==> config.mk <==
export PLATFORM = sky130hd
export DESIGN_NAME = aes_decipher_flat
export DESIGN_NICKNAME = d
export VERILOG_FILES = /design/src/rtl/aes_pkg.sv /design/src/rtl/aes_decipher_if.sv /design/src/rtl/aes_keystream.sv /design/src/rtl/aes_decipher.sv /design/src/flat_wrapper.sv
export SDC_FILE = /design/constraint.sdc
export NUM_CORES = 1
export LEC_CHECK = 0
export CAP_MARGIN = 20
export CORE_ASPECT_RATIO = 1.25
export CORE_MARGIN = 10
export CORE_UTILIZATION = 54
export DETAILED_ROUTE_END_ITERATION = 8
export PLACE_DENSITY = 0.74
export SLEW_MARGIN = 20
export SYNTH_ARGS = -nofsm -noshare
export SYNTH_HDL_FRONTEND = slang
export SYNTH_SLANG_ARGS = --single-unit
==> constraint.sdc <==
create_clock -name clk -period 5.5 [get_ports clk]
set_input_delay 1.65 -clock clk [delete_from_list [all_inputs] [get_ports clk]]
set_output_delay 1.65 -clock clk [all_outputs]
set_load 0.01 [all_outputs]
==> src/rtl/aes_pkg.sv <==
// Shared AES constants: inverse S-box table and the decipher FSM state type.
// Single table source for both encrypt and decrypt sides.
package aes_pkg;

   typedef logic [0:0] state_t;

   localparam state_t ST_IDLE   = 1'b0;
   localparam state_t ST_ACTIVE = 1'b1;

   localparam logic [7:0] INV_SBOX [256] = '{
      8'h52, 8'h09, 8'h6a, 8'hd5, 8'h30, 8'h36, 8'ha5, 8'h38, 8'hbf, 8'h40, 8'ha3, 8'h9e, 8'h81, 8'hf3, 8'hd7, 8'hfb,
      8'h7c, 8'he3, 8'h39, 8'h82, 8'h9b, 8'h2f, 8'hff, 8'h87, 8'h34, 8'h8e, 8'h43, 8'h44, 8'hc4, 8'hde, 8'he9, 8'hcb,
      8'h54, 8'h7b, 8'h94, 8'h32, 8'ha6, 8'hc2, 8'h23, 8'h3d, 8'hee, 8'h4c, 8'h95, 8'h0b, 8'h42, 8'hfa, 8'hc3, 8'h4e,
      8'h08, 8'h2e, 8'ha1, 8'h66, 8'h28, 8'hd9, 8'h24, 8'hb2, 8'h76, 8'h5b, 8'ha2, 8'h49, 8'h6d, 8'h8b, 8'hd1, 8'h25,
      8'h72, 8'hf8, 8'hf6, 8'h64, 8'h86, 8'h68, 8'h98, 8'h16, 8'hd4, 8'ha4, 8'h5c, 8'hcc, 8'h5d, 8'h65, 8'hb6, 8'h92,
      8'h6c, 8'h70, 8'h48, 8'h50, 8'hfd, 8'hed, 8'hb9, 8'hda, 8'h5e, 8'h15, 8'h46, 8'h57, 8'ha7, 8'h8d, 8'h9d, 8'h84,
      8'h90, 8'hd8, 8'hab, 8'h00, 8'h8c, 8'hbc, 8'hd3, 8'h0a, 8'hf7, 8'he4, 8'h58, 8'h05, 8'hb8, 8'hb3, 8'h45, 8'h06,
      8'hd0, 8'h2c, 8'h1e, 8'h8f, 8'hca, 8'h3f, 8'h0f, 8'h02, 8'hc1, 8'haf, 8'hbd, 8'h03, 8'h01, 8'h13, 8'h8a, 8'h6b,
      8'h3a, 8'h91, 8'h11, 8'h41, 8'h4f, 8'h67, 8'hdc, 8'hea, 8'h97, 8'hf2, 8'hcf, 8'hce, 8'hf0, 8'hb4, 8'he6, 8'h73,
      8'h96, 8'hac, 8'h74, 8'h22, 8'he7, 8'had, 8'h35, 8'h85, 8'he2, 8'hf9, 8'h37, 8'he8, 8'h1c, 8'h75, 8'hdf, 8'h6e,
      8'h47, 8'hf1, 8'h1a, 8'h71, 8'h1d, 8'h29, 8'hc5, 8'h89, 8'h6f, 8'hb7, 8'h62, 8'h0e, 8'haa, 8'h18, 8'hbe, 8'h1b,
      8'hfc, 8'h56, 8'h3e, 8'h4b, 8'hc6, 8'hd2, 8'h79, 8'h20, 8'h9a, 8'hdb, 8'hc0, 8'hfe, 8'h78, 8'hcd, 8'h5a, 8'hf4,
      8'h1f, 8'hdd, 8'ha8, 8'h33, 8'h88, 8'h07, 8'hc7, 8'h31, 8'hb1, 8'h12, 8'h10, 8'h59, 8'h27, 8'h80, 8'hec, 8'h5f,
      8'h60, 8'h51, 8'h7f, 8'ha9, 8'h19, 8'hb5, 8'h4a, 8'h0d, 8'h2d, 8'he5, 8'h7a, 8'h9f, 8'h93, 8'hc9, 8'h9c, 8'hef,
      8'ha0, 8'he0, 8'h3b, 8'h4d, 8'hae, 8'h2a, 8'hf5, 8'hb0, 8'hc8, 8'heb, 8'hbb, 8'h3c, 8'h83, 8'h53, 8'h99, 8'h61,
      8'h17, 8'h2b, 8'h04, 8'h7e, 8'hba, 8'h77, 8'hd6, 8'h26, 8'he1, 8'h69, 8'h14, 8'h63, 8'h55, 8'h21, 8'h0c, 8'h7d
   };

endpackage

==> src/rtl/aes_decipher_if.sv <==
// Byte-stream handshake bundle for aes_decipher: seed pulse, ciphertext in, plaintext out.
interface aes_decipher_if;
   logic       new_message;
   logic [7:0] key;
   logic       valid_in;
   logic [7:0] data_in;
   logic       in_ready;
   logic [7:0] data_out;
   logic       valid_out;
   logic       out_ready;

   modport master (
      output new_message, key, valid_in, data_in, out_ready,
      input  in_ready, data_out, valid_out
   );

   modport slave (
      input  new_message, key, valid_in, data_in, out_ready,
      output in_ready, data_out, valid_out
   );
endinterface

==> src/rtl/aes_keystream.sv <==
// Keystream generator: 8-bit index counter feeding the inverse S-box lookup.
module aes_keystream
   import aes_pkg::*;
(
   input  logic       clk,
   input  logic       reset_n,
   input  logic [7:0] seed,
   input  logic       load,
   input  logic       advance,
   output logic [7:0] ks_byte
);

   logic [7:0] index;

   always_ff @(posedge clk or negedge reset_n) begin
      if (!reset_n) begin
         index <= 8'h00;
      end else if (load) begin
         index <= seed;
      end else if (advance) begin
         index <= index + 8'd1;
      end
   end

   assign ks_byte = INV_SBOX[index];

endmodule

==> src/rtl/aes_decipher.sv <==
// Stream decipher: XORs each accepted byte with an inverse-S-box keystream.
// Optional macro AES_DECIPHER_CNT_EN adds the byte_count output.
module aes_decipher
   import aes_pkg::*;
(
   input  logic             clk,
   input  logic             reset_n,
   aes_decipher_if.slave    bus
`ifdef AES_DECIPHER_CNT_EN
   ,
   output logic [15:0]      byte_count
`endif
);

   // state     | meaning
   // ST_IDLE   | no seed since reset; nothing accepted
   // ST_ACTIVE | seeded; bytes accepted when output slot free

   state_t     state;
   logic       accept;
   logic [7:0] ks_byte;

   assign bus.in_ready = (state == ST_ACTIVE) && !bus.new_message &&
                         (!bus.valid_out || bus.out_ready);
   assign accept       = bus.valid_in && bus.in_ready;

   always_ff @(posedge clk or negedge reset_n) begin
      if (!reset_n) begin
         state <= ST_IDLE;
      end else if (bus.new_message) begin
         state <= ST_ACTIVE;
      end
   end

   aes_keystream u_keystream (
      .clk     (clk),
      .reset_n (reset_n),
      .seed    (bus.key),
      .load    (bus.new_message),
      .advance (accept),
      .ks_byte (ks_byte)
   );

   // Output slot: a pending byte survives new_message until the sink takes it.
   always_ff @(posedge clk or negedge reset_n) begin
      if (!reset_n) begin
         bus.valid_out <= 1'b0;
         bus.data_out  <= 8'h00;
      end else if (accept) begin
         bus.valid_out <= 1'b1;
         bus.data_out  <= bus.data_in ^ ks_byte;
      end else if (bus.out_ready) begin
         bus.valid_out <= 1'b0;
         bus.data_out  <= 8'h00;
      end
   end

`ifdef AES_DECIPHER_CNT_EN
   always_ff @(posedge clk or negedge reset_n) begin
      if (!reset_n) begin
         byte_count <= 16'h0000;
      end else if (bus.new_message) begin
         byte_count <= 16'h0000;
      end else if (accept && (byte_count != 16'hFFFF)) begin
         byte_count <= byte_count + 16'd1;
      end
   end
`endif

endmodule

==> src/flat_wrapper.sv <==
// flat-port wrapper written by rule: the top's interface ports become plain ports
module aes_decipher_flat import aes_pkg::*;
  (clk, reset_n, bus_new_message, bus_key, bus_valid_in, bus_data_in, bus_out_ready, bus_in_ready, bus_data_out, bus_valid_out);
  aes_decipher_if bus_i ();
  input  logic clk;
  input  logic reset_n;
  input wire logic [$bits(bus_i.new_message)-1:0] bus_new_message;
  input wire logic [$bits(bus_i.key)-1:0] bus_key;
  input wire logic [$bits(bus_i.valid_in)-1:0] bus_valid_in;
  input wire logic [$bits(bus_i.data_in)-1:0] bus_data_in;
  input wire logic [$bits(bus_i.out_ready)-1:0] bus_out_ready;
  output wire logic [$bits(bus_i.in_ready)-1:0] bus_in_ready;
  output wire logic [$bits(bus_i.data_out)-1:0] bus_data_out;
  output wire logic [$bits(bus_i.valid_out)-1:0] bus_valid_out;
  assign bus_i.new_message = bus_new_message;
  assign bus_i.key = bus_key;
  assign bus_i.valid_in = bus_valid_in;
  assign bus_i.data_in = bus_data_in;
  assign bus_i.out_ready = bus_out_ready;
  assign bus_in_ready = bus_i.in_ready;
  assign bus_data_out = bus_i.data_out;
  assign bus_valid_out = bus_i.valid_out;
  aes_decipher u_core (.clk(clk), .reset_n(reset_n), .bus(bus_i));
endmodule
### After elaboration in Yosys (flattened, before gate mapping)

Memory sizes are Yosys's and may differ from the RTL's.
Cells that the tools add are included.

| operators by class | value |
|---|---|
| add/sub/neg operators | 1 |
| $mul | 0 |
| divide/modulo/power cells | 0 |
| order comparisons | 1 |
| eq/ne operators | 0 |
| shift-type cells | 0 |
| mux-type cells | 8 |
| bitwise operators | 2 |
| reduce and logical (&&, ||, !) cells | 8 |

Operators by type and width:

| cell | count |
|---|---|
| two-way mux 8 bit | 6 |
| greater-or-equal comparator 9 bit (second input constant) | 1 |
| NOT 8 -> 9 bit | 1 |
| adder 8 x 1 -> 8 bit (second input constant) | 1 |
| XOR 8 bit | 1 |
| nonzero test 2 bit | 2 |
| logical AND 1 bit | 3 |
| logical NOT 1 bit | 2 |
| two-way mux 1 bit | 2 |
| logical OR 1 bit | 1 |

| storage, ports and cells | value |
|---|---|
| register bits | 18 |
| latch bits | 0 |
| bits in writable memories | 0 |
| bits in read-only memories | 2,048 |
| bits of input ports | 21 |
| output and inout bits | 10 |
| word-level logic and storage cells | 25 |
| memories kept | 1 |

Memory list:

| memory | depth | bits a word | read ports | clocked after memory_dff | wr ports | line | text |
|---|---|---|---|---|---|---|---|
| (name not given) | 256 | 8 | 1 | 0 | 0 | aes_keystream.sv:25 | `assign ks_byte = INV_SBOX[index];` |

### Logic depth before layout (Yosys ltp)

Gate-level depths: netlist (run 1).

| depth | value |
|---|---|
| depth in word-level cells | 6 |
| gate-level depth with buffers | 13 |
| mapped depth without buffers | 10 |

### By module

A second synthesis (run 1) with hierarchy kept.

| unflattened totals | value |
|---|---|
| cells, all modules | 620 |
| area total of the unflattened synthesis | 4,554.4 um^2 |

Modules (own cells, without submodules):

| module | times used | cells an instance | area each (um^2) | seq. area each (um^2) |
|---|---|---|---|---|
| aes_keystream | 1 | 586 | 4,085.2 | 200.2 |
| aes_decipher | 1 | 34 | 469.2 | 250.2 |

### Worst setup path before layout (run 1)

Ideal clock, no wire load.

| path | value |
|---|---|
| path type | in2out |
| from | input bus_out_ready |
| to | output bus_in_ready |
| arrival time | 2.081 ns |
| required time | 3.850 ns |
| setup slack | 1.769 ns |
| stages on the path | 2 |
| buffers on the path | 0 |
| path through | nor2b_1 > nor3b_1 |

| on the way | value |
|---|---|
| cells in the longest elaborated chain, start to end | 2 |

Ends and longest elaborated chain:

| element | line | text |
|---|---|---|
| from (decl) | flat_wrapper.sv:11 | `input wire logic [$bits(bus_i.out_ready)-1:0] bus_out_ready;` |
| logical OR 1 bit | aes_decipher.sv:24 | `(!bus.valid_out \|\| bus.out_ready);` |
| logical AND 1 bit | aes_decipher.sv:23 | `assign bus.in_ready = (state == ST_ACTIVE) && !bus.new_message &&` |
| to (decl) | flat_wrapper.sv:12 | `output wire logic [$bits(bus_i.in_ready)-1:0] bus_in_ready;` |

No other way between the ends.

### Worst setup path after layout (run 1)

Same ends and word-level chain as after synthesis.

==> impl_metrics.tcl, run 1 <==
set metrics [dict create \
    cts_setup_buffers 0 \
    cp-start-kind "input pin" \
    synth_async_sr_flop_share_pct 100 \
    rr_endpoint "u_core.bus.data_out[3]$_DFFE_PN0P_" \
    syn_nets 696 \
    slew_violations 0 \
    reg2regPathDepth 9 \
    dr.pass1.iters 7 \
    antenna_found_initial 1 \
    p_leak_nw 1.69 \
    path_common_cell "clkdlybuf4s50_1" \
    place_congestion 1.09 \
    drt_iter0_drc 1372 \
    critPathMaxStageDelay_ps 610 \
    ys_seq_area_share_pct 9.85 \
    cp_data_required_time_ps 3850 \
    timing.reg2reg.setup_slack_ps 1930 \
    busiest_layer "met2" \
    syn2layout_area_growth_pct 3.09 \
    mostFrequentLayoutCells "a21oi_1 (51), nand2_1 (43), nor2_1 (38)" \
    cts_buffer_depth 2 \
    worstPathArrival_ps 3060 \
    die_y_microns 123 \
    wirelength_mm 21.2 \
    ant_nets 0 \
    worstSetupPathType "in2out" \
    hold_viol 0 \
    syn_area_sq_um 4570 \
    fin_worst_skew_ps 2.02 \
    met3_usage_pct 9.72 \
    hp-class "reg2reg" \
    vias 5797 \
    holdCritStartpoint "u_core.state$_DFFE_PN0P_" \
    die_w_microns 102 \
    cp-end-kind "primary output" \
    tns_ps 0 \
    synth-seq-cells 18 \
    grt_max_degree 82 \
    synthCells 651 \
    powerDensity_nw_per_um2 253 \
    hold_buffers 0 \
    cts_sinks 18 \
    htreeDepth 1 \
    grt_overflow_total 0 \
    synth_cell_types 76 \
    worstHoldEndpoint "u_core.state$_DFFE_PN0P_" \
    grt_use_met1_pct 39.5 \
    use_met2_pct 49.6 \
    wire_per_inst_microns 29.6 \
    relSlewSlack_pct 29.4 \
    critical_path.cell_chain "clkdlybuf4s50_1 -> nor2b_1 -> nor3b_1 -> clkdlybuf4s50_1" \
    pin_count 31 \
    ir_drop_mv 0.294 \
    initial_core_util_pct 55.5 \
    fin_cells 718 \
    drv_cap 0 \
    cts_buffers 3 \
    viasPerCell 8.07 \
    yosys_most_used_dff "dfrtp_1" \
    critPathMaxFanout 3 \
    fin_nets 667 \
    layout_commonest_cell "a21oi_1" \
    row_count 37 \
    hold_depth 1 \
    worstMarginPinSlew_ps 1060 \
    track_usage_pct 33.0 \
    grt_pass1_wl_mm 32.0 \
    root_buffer "clkbuf_8" \
    cts_resized 0 \
    antenna_cells 0 \
    coreArea_sq_um 8240 \
    syn_area_per_cell_sq_um 7.02 \
    placedCellCount 714 \
    p_total_mw 1.19 \
    fin_crit_sh_pct 85.7 \
    cp_slowest_cell "clkdlybuf4s50_1" \
    min_period_ps 4710 \
    clk_pin_slew_worst_paths_ps 70 \
    dp_hpwl_mm 14.5 \
    io_buffers 30 \
    grt_setup_unrepaired "false" \
    yosysWarningCount 0 \
    synth_edf_count 0 \
    status "completed" \
    drive_gt1_share_pct 5.80 \
    maxClockFrequency_mhz 212 \
    die_area_sq_um 12600 \
    cts_tree "done" \
    clk_latency_ps 250 \
    setup_viol 0 \
    grt_pass1_vias 5445 \
    timing.rr.start "u_core.u_keystream.index[1]$_DFFE_PN0P_" \
    route.detailed.drc 0 \
]
-- registers in the layout, summed over array words and instances, names as in the netlist --
| signal | cells |
|---|---|
| u_core.bus.valid_out | 1 |
| u_core.u_keystream.index | 8 |
| u_core.state | 1 |
| u_core.bus.data_out | 8 |
-- power by group --
group	internal, mW	switching, mW
Clock	0.0514	0.0433
Combinational	0.305	0.590
Sequential	0.150	0.0527
Total	0.507	0.686
-- cell type report --
cell class / instances / area, sq um
well taps: 97 / 121
repair buffers: 41 / 383
clock buffers: 4 / 45.0
multi-input cells: 546 / 3660
flip-flops and latches: 18 / 459
fillers: 795 / 3530
inverters: 12 / 45.0
-- synth_stat cells (5+ instances only) --
library cell,instances,area (sq um)
a2111oi_0,5,43.8
a22oi_1,5,37.5
nand2b_1,35,219
nand4_1,5,31.3
o211ai_1,21,158
ha_1,24,300
a311o_1,6,60.1
mux2i_1,11,110
a211o_1,7,61.3
nor2_1,38,143
buf_6,6,67.6
inv_1,7,26.3
buf_2,27,135
o221ai_1,5,43.8
a221o_1,5,50.1
dfrtp_1,18,450
nand3b_1,5,37.5
a311oi_1,5,43.8
o311ai_0,13,114
or2_2,7,43.8
xor2_1,6,52.6
o2111ai_1,6,52.6
o21ai_1,6,30.0
nand3_1,33,165
o21ai_0,33,165
a21oi_1,51,255
nor3_1,15,75.1
clkbuf_1,29,109
and2_1,9,56.3
nor3b_1,7,52.6
a31oi_1,13,81.3
nand2_1,43,161
o31ai_1,8,60.1
nor2b_1,26,163
clkinv_1,5,18.8
a211oi_1,18,135
buf_4,6,45.0
o22ai_1,6,37.5
a21o_1,6,45.0
-- critical path: cells and delay by family --
family	cells	cell delay, ps
buffers and inverters	2	1080
AND/OR/NAND/NOR	2	340
-- worst max-delay path by stage --
stage                  start           end  slack, ps
5_1_grt        bus_out_ready  bus_in_ready        690
6_report       bus_out_ready  bus_in_ready        790
4_1_cts        bus_out_ready  bus_in_ready        780
2_1_floorplan  bus_out_ready  bus_in_ready       1770
3_5_place_dp   bus_out_ready  bus_in_ready        800
3_3_place_gp   bus_out_ready  bus_in_ready        800
-- routing by layer --
metal	up-vias	wire length (microns)
li1	2429	-
met4	2	1800
met5	-	13
met2	576	9010
met1	2608	7240
met3	182	3170
-- stage by stage --
stage                     cell area [sq um]  util, %  setup slack (ps)  hold WS (ps)
after global placement                 4670     56.7               798           458
after floorplan                        4570        -              1770           430
final                                  4710     57.2               787           483
after global routing                   4710     57.2               694           479
after CTS                              4710     57.2               780           472
after detailed placement               4670     56.7               798           455
-- cell families (layout without fill, tap and decap cells) --
group / after synthesis / count (layout) / synth area share, %
AO/OA/AOI/OAI: 250 / 250 / 38.6
AND/OR/NAND/NOR: 248 / 248 / 29.2
buffers and inverters: 87 / 57 / 10.1
adder cells (fa/ha/maj): 24 / 24 / 6.57
flip-flops: 18 / 18 / 9.85
multiplexers: 14 / 14 / 3.72
XOR/XNOR: 10 / 10 / 1.92
No activity file was read; power rests on OpenSTA's default activity.
==> inputs of run 2 (changes only) <==
Settings changed: REMOVE_ABC_BUFFERS set to 1.
==> run 2 against run 1 <==
  * Final cell count up 0.56%
  * Setup slack worse by 56 ps
  * Die area unchanged
  * Clock skew about the same
==> impl_metrics.tcl, run 2 (synthesis gave the netlist of run 1 again) <==
set metrics [dict create \
    die_w_microns 102 \
    fin_crit_sh_pct 86.7 \
    top_regs "u_core.bus.data_out (8), u_core.u_keystream.index (8)" \
    clk_latency_ps 250 \
    io_buffers 30 \
    p_leak_nw 1.71 \
    sw_frac_of_total_pct 56.7 \
    place_congestion 1.07 \
    cts_setup_buffers 0 \
    tns_ps 0 \
    min_period_ps 4770 \
    vias 5790 \
    wirelength_mm 21.3 \
    dp_hpwl_mm 14.4 \
    setup_viol 0 \
    hold_buffers 0 \
    cp-end-kind "primary output" \
    cts_tree "done" \
    ir_drop_mv 0.189 \
    drv_cap 0 \
    critPathMaxStageDelay_ps 610 \
    layout_commonest_cell "a21oi_1" \
    track_usage_pct 32.7 \
    syn2layout_area_growth_pct 3.97 \
    drt_iter0_drc 1309 \
    fin_nets 671 \
    cts_buffers 3 \
    layout_setup_ws_ps 731 \
    critPathMaxFanout 3 \
    path_common_cell "clkdlybuf4s50_1" \
    die_y_microns 123 \
    cp-start-kind "input pin" \
    status "completed" \
    worstPathArrival_ps 3120 \
    antenna_found_initial 0 \
    maxClockFrequency_mhz 210 \
    cts_resized 0 \
    drive_gt1_share_pct 6.56 \
    cp_data_required_time_ps 3850 \
    coreArea_sq_um 8240 \
    route.detailed.drc 0 \
    worstMarginPinSlew_ps 1220 \
    cts_buffer_depth 2 \
    initial_core_util_pct 55.5 \
    clk_pin_slew_worst_paths_ps 70 \
    grt_setup_unrepaired "false" \
    hp-class "reg2reg" \
    powerDensity_nw_per_um2 254 \
    wire_per_inst_microns 29.5 \
    dp_slack_ps 743 \
    htreeDepth 1 \
    grt_pass1_wl_mm 31.7 \
    seqPwrFrac_pct 17.3 \
    die_area_sq_um 12600 \
    fin_cells 722 \
    place_area_sq_um 4700 \
    fin_worst_skew_ps 2.41 \
    worstSetupPathType "in2out" \
    combPwrFrac_pct 73.7 \
    stdcell_area_sq_um 4750 \
    worst-path-buf-inv 2 \
    cts_sinks 18 \
    grt_pass1_vias 5337 \
    antenna_cells 0 \
    placedCellCount 718 \
    grt_overflow_total 0 \
    pin_count 31 \
    pwr-share-clk_pct 9.0 \
    critPathTopFamily "buffers and inverters" \
    dr.pass1.iters 6 \
    mostFrequentLayoutCells "a21oi_1 (51), nand2_1 (43), nor2_1 (38)" \
    grt_max_degree 90 \
    row_count 37 \
    relSlewSlack_pct 16.6 \
    ant_nets 0 \
    viasPerCell 8.02 \
    hold_viol 0 \
    cp_slowest_cell "clkdlybuf4s50_1" \
    internal-power_mw 0.523 \
    root_buffer "clkbuf_8" \
    slew_violations 0 \
    p_switching_mw 0.685 \
    critical_path.cell_chain "clkdlybuf4s50_1 -> nor2b_1 -> nor3b_1 -> clkdlybuf4s50_1" \
]
## run 2: cell types whose count changed in the layout (fill, tap and decap cells not counted)
cell	delta
buf_4	+4
clkbuf_1	-1
clkbuf_8	+1
## run 2: final timing paths
| kind | cells after the start | slack, ps | end | startpoint |
|---|---|---|---|---|
| worst min register to register | 1 | 480 | u_core.state$_DFFE_PN0P_ | u_core.state$_DFFE_PN0P_ |
| worst max register to register | 9 | 1670 | u_core.bus.data_out[3]$_DFFE_PN0P_ | u_core.u_keystream.index[0]$_DFFE_PN0P_ |
| min in group asynchronous | 1 | 1850 | u_core.u_keystream.index[0]$_DFFE_PN0P_ | reset_n |
| worst max-delay path | 4 | 730 | bus_in_ready | bus_out_ready |
| worst min-delay path | 1 | 480 | u_core.state$_DFFE_PN0P_ | u_core.state$_DFFE_PN0P_ |
| max in group asynchronous | 1 | 3070 | u_core.u_keystream.index[2]$_DFFE_PN0P_ | reset_n |
## run 2: area by class of cell
class	count	area (sq um)
clock buffers	4	55.1
fillers	785	3490
inverters	12	45.0
multi-input cells	546	3660
flip-flops and latches	18	459
well taps	97	121
repair buffers	45	413
## run 2: through the flow
step                      total power [mW]  util [%]  hold slack, ps
after floorplan                      0.734         -             430
after global placement                1.04      57.0             470
after detailed placement              1.04      57.0             460
after CTS                             1.15      57.7             480
after global routing                  1.25      57.7             523
final                                 1.21      57.7             479
## run 2: metal layers
metal	global-route usage, %	wire (microns)
met3	8.66	3220
met1	40.5	7580
met2	49.1	8920
met4	20.8	1600
met5	0	0
## run 2: worst register-to-register path: cells and delay by family (launching register included)
family | cells | cell delay, ps
AND/OR/NAND/NOR | 3 | 1310
AO/OA/AOI/OAI | 4 | 880
adder cells (fa/ha/maj) | 1 | 750
buffers and inverters | 1 | 400
flip-flops | 1 | 380
## run 2: power by group through the flow
| stage | registers [mW] | clock network, mW | logic [mW] |
|---|---|---|---|
| 2_1_floorplan | 0.239 | 0 | 0.494 |
| 3_3_place_gp | 0.208 | 0 | 0.831 |
| 3_5_place_dp | 0.208 | 0 | 0.831 |
| 4_1_cts | 0.205 | 0.108 | 0.834 |
| 5_1_grt | 0.213 | 0.116 | 0.923 |
| 6_report | 0.209 | 0.109 | 0.890 |
==> inputs of run 3 (changes only) <==
Settings changed: CELL_PAD_IN_SITES_DETAIL_PLACEMENT set to 1, CELL_PAD_IN_SITES_GLOBAL_PLACEMENT set to 1, CORE_UTILIZATION 54 to 45, PLACE_DENSITY 0.74 to unset, PLACE_DENSITY_LB_ADDON set to 0.1.
==> run 3 against run 2 <==
  * Setup slack improved by 30 ps
  * Die area rose by 16%
  * Sequential power decreased by 3%
  * Critical path type unchanged
  * Largest cell class unchanged
  * Highest routed layer unchanged
==> impl_metrics.tcl, run 3 (synthesis gave the netlist of run 1 again) <==
set metrics [dict create \
    status "completed" \
    reg2regPathDepth 10 \
    worst-path-buf-inv 2 \
    critPathMaxStageDelay_ps 610 \
    cts_buffers 3 \
    p_total_mw 1.28 \
    antenna_found_initial 0 \
    grt_overflow_total 0 \
    relSlewSlack_pct 25.0 \
    die_y_microns 133 \
    timing.reg2reg.setup_slack_ps 1670 \
    drv_cap 0 \
    pin_count 31 \
    mostFrequentLayoutCells "a21oi_1 (51), nand2_1 (43), nor2_1 (38)" \
    grt_setup_unrepaired "false" \
    hold_viol 0 \
    critPathTopFamily "buffers and inverters" \
    path_common_cell "clkdlybuf4s50_1" \
    viasPerCell 7.75 \
    io_buffers 30 \
    syn2layout_area_growth_pct 5.12 \
    hold_buffers 0 \
    ir_drop_mv 0.102 \
    clk_pin_slew_worst_paths_ps 60 \
    htreeDepth 1 \
    dr.pass1.iters 5 \
    root_buffer "clkbuf_16" \
    setup_viol 0 \
    busiest_layer "met2" \
    die_w_microns 110 \
    use_met2_pct 46.3 \
    vias 5820 \
    layout_commonest_cell "a21oi_1" \
    cp_slowest_cell "clkdlybuf4s50_1" \
    utilization_pct 48.0 \
    fin_nets 668 \
    top_regs "u_core.bus.data_out (8), u_core.u_keystream.index (8)" \
    cts_sinks 18 \
    powerDensity_nw_per_um2 266 \
    grt_use_met1_pct 38.8 \
    clk_latency_ps 250 \
    hold_depth 1 \
    cts_buffer_depth 2 \
    fin_worst_skew_ps 2.65 \
    die_area_sq_um 14600 \
    wire_per_inst_microns 30.5 \
    wirelength_mm 22.9 \
    cts_setup_buffers 0 \
    min_period_ps 4740 \
    ant_nets 0 \
    worstMarginPinSlew_ps 1110 \
    critical_path.cell_chain "clkdlybuf4s50_1 -> nor2b_1 -> nor3b_1 -> clkdlybuf4s50_1" \
    slew_violations 0 \
    route.detailed.drc 0 \
    maxClockFrequency_mhz 211 \
    grt_pass1_vias 5668 \
    grt_max_degree 78 \
    p_leak_nw 1.71 \
    dp_hpwl_mm 15.9 \
    critPathMaxFanout 3 \
    cp-start-kind "input pin" \
    cp-end-kind "primary output" \
    row_count 41 \
    cp.depth 4 \
    worstPathArrival_ps 3090 \
    fin_crit_sh_pct 86.2 \
    grt_pass1_wl_mm 35.1 \
    met3_usage_pct 5.98 \
    drt_iter0_drc 929 \
    cts_tree "done" \
    place_congestion 1.06 \
    cts_resized 0 \
    track_usage_pct 30.7 \
    worstSetupPathType "in2out" \
    antenna_cells 0 \
    drive_gt1_share_pct 6.11 \
    coreArea_sq_um 10000 \
    cp_data_required_time_ps 3850 \
    initial_core_util_pct 45.7 \
    hp-class "reg2reg" \
]
==> run 3: area by class of cell <==
cell class	instances	area, sq um
inverters	12	45.0
multi-input cells	546	3660
fillers	1313	5200
clock buffers	4	88.8
well taps	129	161
repair buffers	42	390
flip-flops and latches	18	459
==> run 3: worst register-to-register path: stages (launching register included) <==
cell and delay, ps:
dfrtp_1 390, buf_4 210, inv_1 300, ha_1 840
nor2b_1 340, o311ai_0 540, nand3_1 140, a211oi_1 420
o22ai_1 250, xor2_1 190, o21ai_1 70
==> run 3: final timing paths <==
path                                                         start                                      end
max in group asynchronous                                  reset_n  u_core.u_keystream.index[2]$_DFFE_PN0P_
max reg2reg                u_core.u_keystream.index[0]$_DFFE_PN0P_       u_core.bus.data_out[4]$_DFFE_PN0P_
max                                                  bus_out_ready                             bus_in_ready
min reg2reg                               u_core.state$_DFFE_PN0P_                 u_core.state$_DFFE_PN0P_
min in group asynchronous                                  reset_n  u_core.u_keystream.index[1]$_DFFE_PN0P_
min                                       u_core.state$_DFFE_PN0P_                 u_core.state$_DFFE_PN0P_
==> run 3: metal layers <==
metal  vias to the layer above  routed length, microns
met2                       469                   10100
met5                         -                       0
met1                      2797                    8330
li1                       2422                       -
met3                       132                    2590
met4                         0                    1860
==> run 3: power by group <==
part / internal (mW) / switching [mW] / total, mW
Combinational: 0.308 / 0.600 / 0.908
Clock: 0.111 / 0.0548 / 0.166
Sequential: 0.151 / 0.0522 / 0.203
==> run 3: stage by stage <==
step                      instance area [sq um]  TNS, ps  setup WS, ps  hold WS (ps)  instances
final                                      4810        0           761           476        751
after global routing                       4810        0           679           503        751
after floorplan                            4160     -166          -166           430        576
after CTS                                  4800        0           759           478        751
after detailed placement                   4720        0           770           459        747
after global placement                     4720        0           798           460        747
